## src/rtl/llr_fetch_ctrl.sv

```systemverilog
// LLR fetch controller: drives the address generator, reads LLR memory
// and buffers returned words for the node processor.
module llr_fetch_ctrl #(
    parameter int ADDR_BITS  = 8,
    parameter int DATA_BITS  = 8,
    parameter int FIFO_DEPTH = 4
) (
    input  logic                 clk,
    input  logic                 reset,
    input  logic                 start,
    input  logic [ADDR_BITS-1:0] length,
    output logic                 busy,
    output logic                 done,
    output logic                 ag_reset,
    output logic                 ag_enable,
    input  logic [ADDR_BITS-1:0] ag_address,
    output logic                 mem_rd_en,
    output logic [ADDR_BITS-1:0] mem_rd_addr,
    input  logic [DATA_BITS-1:0] mem_rd_data,
    output logic [DATA_BITS-1:0] out_data,
    output logic                 out_valid,
    input  logic                 out_ready
);

    localparam int PW = $clog2(FIFO_DEPTH);
    localparam int CW = PW + 1;

    typedef enum logic [1:0] {
        IDLE,
        INIT,
        FETCH,
        DRAIN
    } state_t;

    state_t               state;
    state_t               state_nxt;
    logic [ADDR_BITS-1:0] len_q;
    logic [ADDR_BITS:0]   issued;
    logic                 inflight;
    logic                 done_nxt;
    logic                 issue;
    logic                 push;
    logic                 pop;
    logic                 credit_ok;
    logic [DATA_BITS-1:0] fifo_mem [FIFO_DEPTH];
    logic [PW-1:0]        wr_ptr;
    logic [PW-1:0]        rd_ptr;
    logic [CW-1:0]        count;
    logic [CW-1:0]        count_nxt;

    // A read only goes out when the buffer can absorb it, counting the
    // word still on its way back from memory.
    assign credit_ok   = (count + CW'(inflight)) < CW'(FIFO_DEPTH);
    assign issue       = (state == FETCH) && (issued < {1'b0, len_q}) && credit_ok;
    assign ag_enable   = issue;
    assign mem_rd_en   = issue;
    assign mem_rd_addr = issue ? ag_address : '0;
    assign busy        = (state != IDLE);

    assign push      = inflight;
    assign out_valid = (count != '0);
    assign pop       = out_valid && out_ready;
    assign count_nxt = count + CW'(push) - CW'(pop);
    assign out_data  = out_valid ? fifo_mem[rd_ptr] : '0;

    // Next-state logic; DRAIN ends once nothing is returning and the
    // buffer empties this cycle.
    always_comb begin
        state_nxt = state;
        done_nxt  = 1'b0;
        ag_reset  = 1'b0;
        unique case (state)
            IDLE: begin
                if (start) begin
                    if (length != '0) state_nxt = INIT;
                    else done_nxt = 1'b1;
                end
            end
            INIT: begin
                ag_reset  = 1'b1;
                state_nxt = FETCH;
            end
            FETCH: begin
                if (issue && (issued + 1'b1 == {1'b0, len_q}))
                    state_nxt = DRAIN;
            end
            DRAIN: begin
                if (!inflight && count_nxt == '0) begin
                    state_nxt = IDLE;
                    done_nxt  = 1'b1;
                end
            end
            default: state_nxt = IDLE;
        endcase
    end

    // Control state, burst bookkeeping and read-return tracking.
    always_ff @(posedge clk or posedge reset) begin
        if (reset) begin
            state    <= IDLE;
            len_q    <= '0;
            issued   <= '0;
            inflight <= 1'b0;
            done     <= 1'b0;
        end else begin
            state    <= state_nxt;
            inflight <= issue;
            done     <= done_nxt;
            if (state == IDLE && start && length != '0) begin
                len_q  <= length;
                issued <= '0;
            end else if (issue) begin
                issued <= issued + 1'b1;
            end
        end
    end

    // Buffer pointers and occupancy.
    always_ff @(posedge clk or posedge reset) begin
        if (reset) begin
            wr_ptr <= '0;
            rd_ptr <= '0;
            count  <= '0;
        end else begin
            if (push) wr_ptr <= wr_ptr + 1'b1;
            if (pop)  rd_ptr <= rd_ptr + 1'b1;
            count <= count_nxt;
        end
    end

    // Buffer storage; captures the memory word returning this cycle.
    always_ff @(posedge clk) begin
        if (push) fifo_mem[wr_ptr] <= mem_rd_data;
    end

    a_no_overflow: assert property (
        @(posedge clk) disable iff (reset)
        !(push && count == CW'(FIFO_DEPTH))
    );

endmodule

```

## config.mk

```make
export PLATFORM = sky130hd
export DESIGN_NAME = llr_fetch_ctrl
export DESIGN_NICKNAME = d
export VERILOG_FILES = /design/src/rtl/llr_fetch_ctrl.sv
export SDC_FILE = /design/constraint.sdc
export NUM_CORES = 1
export LEC_CHECK = 0
export BUFFER_PORTS_ARGS = -buffer_cell sky130_fd_sc_hd__buf_2
export CORE_MARGIN = 2
export CORE_UTILIZATION = 63
export CTS_BUF_LIST = sky130_fd_sc_hd__clkbuf_8
export CTS_CLUSTER_SIZE = 16
export DETAILED_ROUTE_END_ITERATION = 10
export PLACE_DENSITY = 0.88
export SLEW_MARGIN = 20
export SYNTH_ARGS = -nofsm -noshare
export SYNTH_HDL_FRONTEND = slang
export SYNTH_SLANG_ARGS = --single-unit
```

## constraint.sdc

```tcl
create_clock -name clk -period 4.14 [get_ports clk]
set_input_delay 0.207 -clock clk [delete_from_list [all_inputs] [get_ports clk]]
set_output_delay 0.207 -clock clk [all_outputs]
set_load 0.01 [all_outputs]
```

==> results.md, run 1 <==
* RSZ-0062 raised after global routing: no
* Maximum clock path buffer count at 2
* Most area-hungry cell type in the Yosys netlist: edfxtp_1
* Largest net degree at the start of global routing at 29
* Reg clk slew, reported paths at 0.07 ns
* Pre-Repair DR Iteration Count at 4
* Inserted Diodes at 0
* Vias in the first global route at ~2000
* Worst Path Required at 4.36 ns
* Root Buffer: clkbuf_8
* Setup bufs post-CTS at 0
* Total GRT Usage at 23.9%
* Prevailing post-synth register cell: edfxtp_1
* # IOs at 50
* Die Y at ~74 µm
* Ys async rst share at between 40% and 50%
* Total number of vias at 2091
* Grt met3 use at 4.74%
* Yosys top cell area share at 30.9%
* Routed vias/inst at 5.49
* Setup TNS at 0 ns
* CP endpoint kind: flop
* Sink Count at 60
* Total CTS buffers at 9
* Hold slack at 0.0893 ns
* Critical path startpoint category: flop
* Grt ovf at 0
* Setup-failing EPs final at 0
* Clk Latency, worst-skew pair at 0.34 ns
* Synth-to-Final Area Change at 17.0%
* Mean Syn Cell Area at 12.3 µm²
* CP max FO at 10
* Global routing usage on met1 at 32.0%
* DP HPWL at 4230 µm
* Share of post-route cells with drive strength above 1 at 25.8%
* Full die area at 5520 µm²
* Mapped Cells at 254
* Count leader, synth: edfxtp_1
* Cell row count at 25
* Max Fclk at 335 MHz
* Setup Crit Path Kind: flop to flop
* First-pass GRT wire length at 9560 µm
* Tcrit/Tclk final at 72.1%
* 1st-iter DRT viols at 161
* Number of enable flip-flop cells after synthesis at 32
* Standby leakage power at 1.61 nW
* Status: completed
* Mapped Nets at 304
* Routed Wire Length at 5980 µm
* Ranking of synthesized cells by area: edfxtp_1, dfrtp_1, ha_1, mux4_2, xnor2_1
* Fin. Hold Viols at 0
* Commonest cells post-synth: edfxtp_1, dfrtp_1, ha_1, inv_1, nor2_1
* Number of synthesis warnings at 0
* Final GP Congestion at 0.866
* Cell variety after synth at 43
* Mapped cell area at 3110 µm²
* Slew Limit Fails at 0
* Routed len/inst at around 16 µm
* Max Cap Violations at 0
* Die width at 74.3 µm
* CTS tree: yes
* Hold Path Class: input port to flop
* Met2 usage at a little under two fifths
* Final net count at 359
* Total chip power at 1.57 mW
* Worst EP arrival at 3.20 ns
* Slew headroom at between 30% and 40%
* Seq cells post-synth at 60
* Initial antenna violation count at 0
* H-tree Lvls at 3
* Register area share after synthesis at a little over half
* Post-route ant nets at 0
* Worst-margin pin slew at 0.943 ns
* Minimum clock period at around 3.0 ns
* Grt peak-use layer: met2
* Initial Util at 65.5%
* Core ar. at 4750 µm²
* Peak supply drop at just under 0.2 mV
* DRC viols at 0
* Setup Skew at between 0.007 and 0.008 ns
* I/O Buffers at 49
* Power Density at 431 nW/µm²
* # fillers at 300
routing by layer:
layer / wire length [µm] / share of wire [%]
met1: 2760 / 46
met2: 2910 / 49
met3: 191 / 3.2
met4: 111 / 1.9
met5: 0 / 0
cell type report:
cell class	instances	area, µm²	share of cell area [%]
multi-input cells	163	1330	36.5
clock inverters	7	83.8	2.30
clock buffers	9	124	3.40
flip-flops and latches	60	1660	45.6
inverters	22	82.6	2.27
well taps	67	83.8	2.30
repair buffers	53	278	7.62
flip-flops by register name, indices dropped and copies added, names as in the netlist:
name	flops
count	3
done	1
fifo_mem	32
inflight	1
issued	9
len_q	8
rd_ptr	2
state	2
wr_ptr	2
through the flow:
step	cells	area, µm²	worst slack, ns	util, %
detailed placement	364	3430	1.21	72.1
floorplan	254	3110	1.43	-
finish	381	3640	1.16	76.7
CTS	380	3630	1.16	76.4
global placement	364	3430	1.31	72.1
global route	381	3640	0.946	76.7
worst paths after layout:
path	from	end	slack, ns	cells past startpoint
max in group asynchronous	reset	issued[1]$_DFFE_PP0P_	3.25	3
hold / removal	length[3]	len_q[3]$_DFFE_PP0P_	0.09	3
setup / recovery	count[2]$_DFF_PP0_	state[1]$_DFFE_PP0P_	1.16	10
hold reg to reg	len_q[0]$_DFFE_PP0P_	len_q[0]$_DFFE_PP0P_	0.52	1
setup reg to reg	count[2]$_DFF_PP0_	state[1]$_DFFE_PP0P_	1.16	10
min in group asynchronous	reset	len_q[5]$_DFFE_PP0P_	0.49	3
power by group:
group,switching (mW),total [mW],internal [mW]
combinational,0.128,0.305,0.177
clock,0.224,0.555,0.331
sequential,0.0547,0.710,0.656
total,0.407,1.57,1.16
cells in the final DEF, fill, tap and decap left out, drive strengths merged, types with 10 or more instances in the layout:
cell and n:
nor2 17, and3 10, buf 52, xnor2 13
o21ai 11, and2 14, dfrtp 28, nand2 14
ha 22, edfxtp 32, inv 24
kinds of logic (layout without fill, tap and decap cells):
family	count (synthesis)	in the layout	share of synthesized area [%]
compound gates	26	26	5.87
fa+ha+maj	22	22	8.84
mux	11	11	6.79
buf+inv	31	91	3.90
simple gates	82	82	14.6
flops	60	60	53.4
xor+xnor	22	22	6.67
timing repair:
| item | 4_1_cts | 5_1_grt |
|---|---|---|
| hold buffers | 0 | 1 |
| hold endpoints to repair | 0 | 24 |
| gates resized for setup | 0 | 0 |
worst max-delay path: stages, from the launching register on:
cell and delay, ns:
dfrtp_1 0.41, or3_1 0.51, and2_1 0.28, ha_1 0.22
ha_1 0.18, xor3_1 0.20, nor4_1 0.30, a2bb2oi_1 0.36
mux2i_1 0.13, a31oi_1 0.18, nand3_1 0.10
(Power assumes the default switching activity.)
==> run 2: changes to the inputs <==
Settings changed: ABC_AREA set to 1, CORE_UTILIZATION 63 to 59, PLACE_DENSITY 0.88 to 0.83.
Clock period 4.14 ns to 2.8 ns, I/O delays scaled along.
==> run 2 against run 1 <==
Against the previous run:
- cell count increased by 29%
- synthesized area rose by 2.2%
- first-iteration DRC count increased by 40%
- hold slack got worse by 0.069 ns
- largest power group is now combinational logic
==> results.md, run 2 <==
* Min-delay src: mem_rd_data[5]
* DRC viols at 0 (unchanged)
* Number of cells on the worst hold path at 1 (-2)
* I/O Buffers at 49 (unchanged)
* Routed len/inst at 13.2 µm (-16%)
* Initial antenna violation count at 0 (unchanged)
* Metal2 WL at 2940 µm (+0.82%)
* Setup WS post-layout at 0.282 ns (-0.875 ns)
* Slew Limit Fails at 0 (unchanged)
* Slowest cell on the critical path: dfrtp_1
* WP depth at 6 (-4)
* CTS tree: yes
* Critical path startpoint category: flop
* Hold EP: fifo_mem[3][5]$_DFFE_PP_
* 1st-iter DRT viols at 226 (+40%)
* Setup Skew at 0.0109 ns (+0.00342 ns)
* Max reg flops at 32 (unchanged)
* Largest net degree at the start of global routing at 29 (unchanged)
* Minimum clock period at 2.52 ns
* Sink Count at 60 (unchanged)
* CTS hold repair buffers at 0 (unchanged)
* Mapped Nets at 415 (+37%)
* Inserted Diodes at 0 (unchanged)
* Prevailing post-synth register cell: edfxtp_1
* CTS resizes at 0 (unchanged)
* Setup TNS at 0 ns (unchanged)
* Reg2reg end: issued[6]$_DFFE_PP0P_
* Most Frequent Cell on Critical Path: ha_1
* Setup bufs post-CTS at 0 (unchanged)
* CP top delay family: flip-flops
* Cell variety after synth at 27 (-37%)
* Cell row count at 26 (+4.0%)
* Core ar. at 5170 µm² (+8.8%)
* RR Startpoint: inflight$_DFF_PP0_
* Register area share after synthesis at 52.2% (-1.2 points)
* # IOs at 50 (unchanged)
* Max Fclk at a little under 400 MHz
* Fin. Hold Viols at 0 (unchanged)
* Critical path cell sequence: ha_1 > ha_1 > xnor2_1 > nand4_1 > clkinv_2 > buf_2
* Hold Path Class: input port to flop
* Seq cells post-synth at 60 (unchanged)
* CP max FO at 11 (+1)
* Total GRT Usage at 23.9% (-0.058 points)
* Initial Util at 61.5% (-4.0 points)
* Met1 wire length at 3010 µm (+8.9%)
* # fillers at 389 (+30%)
* Yosys top cell area share at 30.2% (-0.67 points)
* Utilization after layout at 71.2% (-5.4 points)
* Clk Latency, worst-skew pair at 0.33 ns (about the same)
* Synth-to-Final Area Change at 15.7%
* Die Y at 77.5 µm (+4.2%)
* Multi-input gate area at 1250 µm² (-6.2%)
* Max Cap Violations at 0 (unchanged)
* Setup-failing EPs final at 0 (unchanged)
* Slew headroom at 59.4% (+23 points)
* Max Used Layer: met4
* Largest registers: fifo_mem: 32 flops, issued: 9 flops, len_q: 8 flops
* Commonest cells post-synth: nand2_1, nor2_1, inv_1
* Crit-path max cell delay at 0.48 ns (-0.03 ns)
* Routed vias/inst at 5.25 (-4.4%)
* Number of enable flip-flop cells after synthesis at 32 (unchanged)
* Flop2flop setup slack at 0.48 ns (-0.68 ns)
* Number of synthesis warnings at 0 (unchanged)
* DP HPWL at 4640 µm (+9.7%)
* Mapped cell area at 3180 µm² (+2.2%)
* Final Cell Area at 3680 µm² (+1.1%)
* Most flops, register: fifo_mem
* Total CTS buffers at 9 (unchanged)
* Power Density at 959 nW/µm² (+120%)
* H-tree Lvls at 3 (unchanged)
* Ranking of synthesized cells by area: edfxtp_1, dfrtp_1, ha_1, nand2_1, nor2_1
* Peak supply drop at 0.676 mV (+250%)
* Routed Wire Length at 6490 µm (+8.5%)
* Worst-margin pin slew at 0.608 ns (-0.335 ns)
* RSZ-0062 raised after global routing: no
* Maximum clock path buffer count at 2 (unchanged)
* Most frequent cells in the layout: nand2_1, nor2_1, inv_1, buf_2, edfxtp_1
* Share of post-route cells with drive strength above 1 at 20.8% (-5.0 points)
* Worst EP arrival at 2.38 ns (-0.82 ns)
* Full die area at 6000 µm² (+8.6%)
* Die width at 77.5 µm (+4.2%)
* Hold slack at 0.0206 ns (-0.0686 ns)
* Reg clk slew, reported paths at 0.07 ns (about the same)
* Vias in the first global route at 2497 (+24%)
* Ys async rst share at 46.7% (unchanged)
* DR WL met3 at 468 µm (+150%)
* Pre-Repair DR Iteration Count at 4 (unchanged)
* Most area-hungry cell type in the Yosys netlist: edfxtp_1
* Final net count at 468 (+30%)
* CP endpoint kind: output port
* Worst Path Required at 2.66 ns (-1.70 ns)
* Grt ovf at 0 (unchanged)
* Tcrit/Tclk final at 89.9%
* Mapped Cells at 365 (+44%)
* Pre-CTS WS at 0.504 ns (-0.711 ns)
* Standby leakage power at 1.80 nW (+12%)
* Total number of vias at 2587 (+24%)
* Final GP Congestion at 0.923 (+6.6%)
* R2R depth at 7 (-3)
* Critical path buffers and inverters at 2 (+2)
* Root Buffer: clkbuf_8
* First-pass GRT wire length at 11100 µm (+16%)
* Register area at 1660 µm² (unchanged)
* Placed cell areas at 3480 µm² (+1.6%)
* Commonest non-fill, non-tap cell in the layout: nand2_1
* Count leader, synth: nand2_1
* Setup crit start: inflight$_DFF_PP0_
* Status: completed
* Post-route ant nets at 0 (unchanged)
* Setup Crit Path Kind: flop to output port
* Mean Syn Cell Area at 8.72 µm² (-29%)
==> run 2: where the power goes <==
part           internal, mW  switching, mW  leakage (nW)
sequential             1.14          0.212         0.646
combinational         0.545          0.892          1.07
clock                 0.405          0.339        0.0903
total                  2.09           1.44          1.80
==> run 2: per-stage QoR <==
step                cells  total power, mW
finish                493             3.53
global route          493             3.83
CTS                   492             3.54
detailed placement    476             2.79
global placement      476             2.74
floorplan             365             2.38
==> run 2: worst max path at each step <==
stage	end	slack, ns
after detailed placement	state[0]$_DFFE_PP0P_	0.50
after floorplan	state[0]$_DFFE_PP0P_	0.55
after global routing	mem_rd_en	0.03
after CTS	mem_rd_en	0.24
after global placement	issued[5]$_DFFE_PP0P_	0.53
final	mem_rd_en	0.28
==> run 2: per-layer routing <==
metal,vias up,global-route usage (%)
met5,-,0
met4,0,8.75
li1,1274,-
met3,10,5.47
met1,1200,31.8
met2,103,38.4
==> run 2: cell type report <==
cell class	count	area share, %
Sequential cell	60	45.1
Multi-Input combinational cell	235	33.9
Clock inverter	7	1.87
Tap cell	70	2.38
Clock buffer	9	3.36
Inverter	61	6.25
Timing Repair Buffer	51	7.13
==> run 2: logic make-up after synthesis <==
group,after synthesis,synth area share [%]
AOI/OAI and AO/OA,47,7.63
xor gates and xnor gates,4,1.10
adders and majority gates,22,8.65
buffers and inverters,70,8.57
DFF,60,52.2
and+or+nand+nor,162,21.9
==> run 3: changes to the inputs <==
Settings changed: CORE_ASPECT_RATIO set to 1.25, SLEW_MARGIN 20 to 15.
==> run 3 against run 2 <==
Against the previous run:
- first-iteration DRC count fell by 23%
- flip-flop and latch count did not move
- global-route usage rose by 0.99 points
- clock power rose by 1%
- combinational power barely moved
- via count fell by 0.81%
- core utilization rose by 0.45 points
- maximum frequency fell by 1.5%
- largest cell class unchanged
==> results.md, run 3 (synthesized netlist as in run 2, its figures left out) <==
* DRC viols at 0 (unchanged)
* Total number of vias at 2566 (-0.81%)
* Largest net degree at the start of global routing at 29 (unchanged)
* Total CTS buffers at 9 (unchanged)
* Grt met3 use at 5.29% (-0.18 points)
* Routed len/inst at 14.2 µm (+7.5%)
* Setup TNS at 0 ns (unchanged)
* Slew headroom at 33.0% (-26 points)
* Status: completed
* Slew Limit Fails at 0 (unchanged)
* Setup bufs post-CTS at 0 (unchanged)
* Synth-to-Final Area Change at 16.0%
* CP endpoint kind: output port
* Vias in the first global route at 2590 (+3.7%)
* Setup-failing EPs final at 0 (unchanged)
* Most Frequent Cell on Critical Path: ha_1
* RSZ-0062 raised after global routing: no
* 1st-iter DRT viols at 174 (-23%)
* Worst EP arrival at 2.42 ns (+0.04 ns)
* Critical path buffers and inverters at 2 (unchanged)
* Routed vias/inst at 5.27 (+0.41%)
* Initial antenna violation count at 0 (unchanged)
* Max Fclk at 391 MHz (-1.5%)
* R2R depth at 7 (unchanged)
* Pre-Repair DR Iteration Count at 4 (unchanged)
* CP top delay family: flip-flops
* Root Buffer: clkbuf_8
* Worst-margin pin slew at 0.999 ns (+0.391 ns)
* Grt ovf at 0 (unchanged)
* Critical path cell sequence: ha_1 > ha_1 > xnor2_1 > nand4_1 > clkinv_2 > buf_2
* H-tree Lvls at 3 (unchanged)
* CTS tree: yes
* Flop2flop setup slack at 0.47 ns (about the same)
* Share of post-route cells with drive strength above 1 at 20.7% (-0.098 points)
* Critical path startpoint category: flop
* Cell row count at 29 (+12%)
* Inserted Diodes at 0 (unchanged)
* Number of cells on the worst hold path at 1 (unchanged)
* Final GP Congestion at 0.889 (-3.6%)
* Power Density at 965 nW/µm² (+0.53%)
* Max reg flops at 32 (unchanged)
* Setup WS post-layout at 0.244 ns (-0.0374 ns)
* Die Y at 86.1 µm (+11%)
* Most flops, register: fifo_mem
* RR Startpoint: inflight$_DFF_PP0_
* Standby leakage power at 1.81 nW (+0.45%)
* Most frequent cells in the layout: nand2_1, nor2_1, inv_1, buf_2, edfxtp_1
* Grt peak-use layer: met2
* Total GRT Usage at 24.9% (+0.99 points)
* Worst Path Required at 2.66 ns (about the same)
* Fin. Hold Viols at 0 (unchanged)
* Largest registers: fifo_mem: 32 flops, issued: 9 flops, len_q: 8 flops
* Sink Count at 60 (unchanged)
* Global routing usage on met1 at 26.1% (-5.7 points)
* CP max FO at 11 (unchanged)
* Tcrit/Tclk final at 91.3% (+1.3 points)
* Max Cap Violations at 0 (unchanged)
* Die width at 69.7 µm (-10%)
* Setup crit start: inflight$_DFF_PP0_
* Hold EP: fifo_mem[1][5]$_DFFE_PP_
* I/O Buffers at 49 (unchanged)
* Reg clk slew, reported paths at 0.07 ns (about the same)
* Hold Path Class: input port to flop
* Core ar. at 5150 µm² (-0.39%)
* Clk Latency, worst-skew pair at 0.35 ns (+0.02 ns)
* Crit-path max cell delay at 0.48 ns (about the same)
* DP HPWL at 5120 µm (+10%)
* Full die area at 6000 µm² (about the same)
* Post-route ant nets at 0 (unchanged)
* First-pass GRT wire length at 11400 µm (+2.5%)
* Minimum clock period at 2.56 ns (+0.0374 ns)
* Setup Crit Path Kind: flop to output port
* # IOs at 50 (unchanged)
* Min-delay src: mem_rd_data[5]
* Initial Util at 61.8% (+0.24 points)
* Met2 usage at 47.0% (+8.6 points)
* Reg2reg end: issued[3]$_DFFE_PP0P_
* Slowest cell on the critical path: dfrtp_1
* Maximum clock path buffer count at 2 (unchanged)
* Final net count at 470 (+0.43%)
* Setup Skew at 0.00940 ns (-0.00153 ns)
* Peak supply drop at 0.594 mV (-12%)
* Commonest non-fill, non-tap cell in the layout: nand2_1
* Routed Wire Length at 6890 µm (+6.2%)
* Pre-CTS WS at 0.496 ns (-0.00800 ns)
run 3: repair_timing:
| action | in CTS | in global routing |
|---|---|---|
| endpoints found under the hold margin | 7 | 28 |
| setup endpoints to repair | 0 | 0 |
| hold buffers | 2 | 1 |
| resized for setup | 0 | 0 |
run 3: how the worst max path moves through the flow:
stage / cells after the start / slack (ns) / endpoint
4_1_cts: 6 / 0.25 / ag_enable
3_5_place_dp: 16 / 0.50 / state[1]$_DFFE_PP0P_
2_1_floorplan: 15 / 0.55 / state[0]$_DFFE_PP0P_
5_1_grt: 6 / 0.07 / mem_rd_en
3_3_place_gp: 16 / 0.57 / state[0]$_DFFE_PP0P_
6_report: 6 / 0.24 / ag_enable
run 3: worst reg2reg max path, delay by kind of cell, from the launching register on:
family / cells / cell delay, ns
adders and majority gates: 2 / 0.44
xor gates and xnor gates: 1 / 0.27
DFF: 1 / 0.48
buffers and inverters: 1 / 0.27
and+or+nand+nor: 2 / 0.60
AOI/OAI and AO/OA: 1 / 0.18
run 3: layout make-up:
class                           instances  area, µm²
Clock buffer                            9        124
Clock inverter                          7       67.6
Fill cell                             396       1460
Inverter                               61        230
Multi-Input combinational cell        235       1250
Sequential cell                        60       1660
Tap cell                               62       77.6
Timing Repair Buffer                   53        283
run 3: metal layers:
layer	part of all wire, %	vias to the layer above
met5	0	-
met4	2.8	0
met3	5.0	21
met2	54	92
met1	38	1171
li1	-	1282
run 3: power by group:
part	total [mW]	switching (mW)	internal [mW]	leakage [nW]
registers	1.36	0.215	1.14	0.646
clock network	0.753	0.348	0.405	0.0926
logic	1.45	0.905	0.548	1.07
total	3.56	1.47	2.09	1.81
run 3: stage by stage:
step	area, µm²	utilization (%)	hold slack (ns)	std cells	power (mW)
detailed placement	3470	67.4	0.363	468	2.83
floorplan	3180	-	0.205	365	2.38
global placement	3470	67.4	0.354	468	2.74
CTS	3680	71.5	0.00376	486	3.58
finish	3690	71.7	0.0151	487	3.56
global route	3690	71.7	0.0139	487	3.85
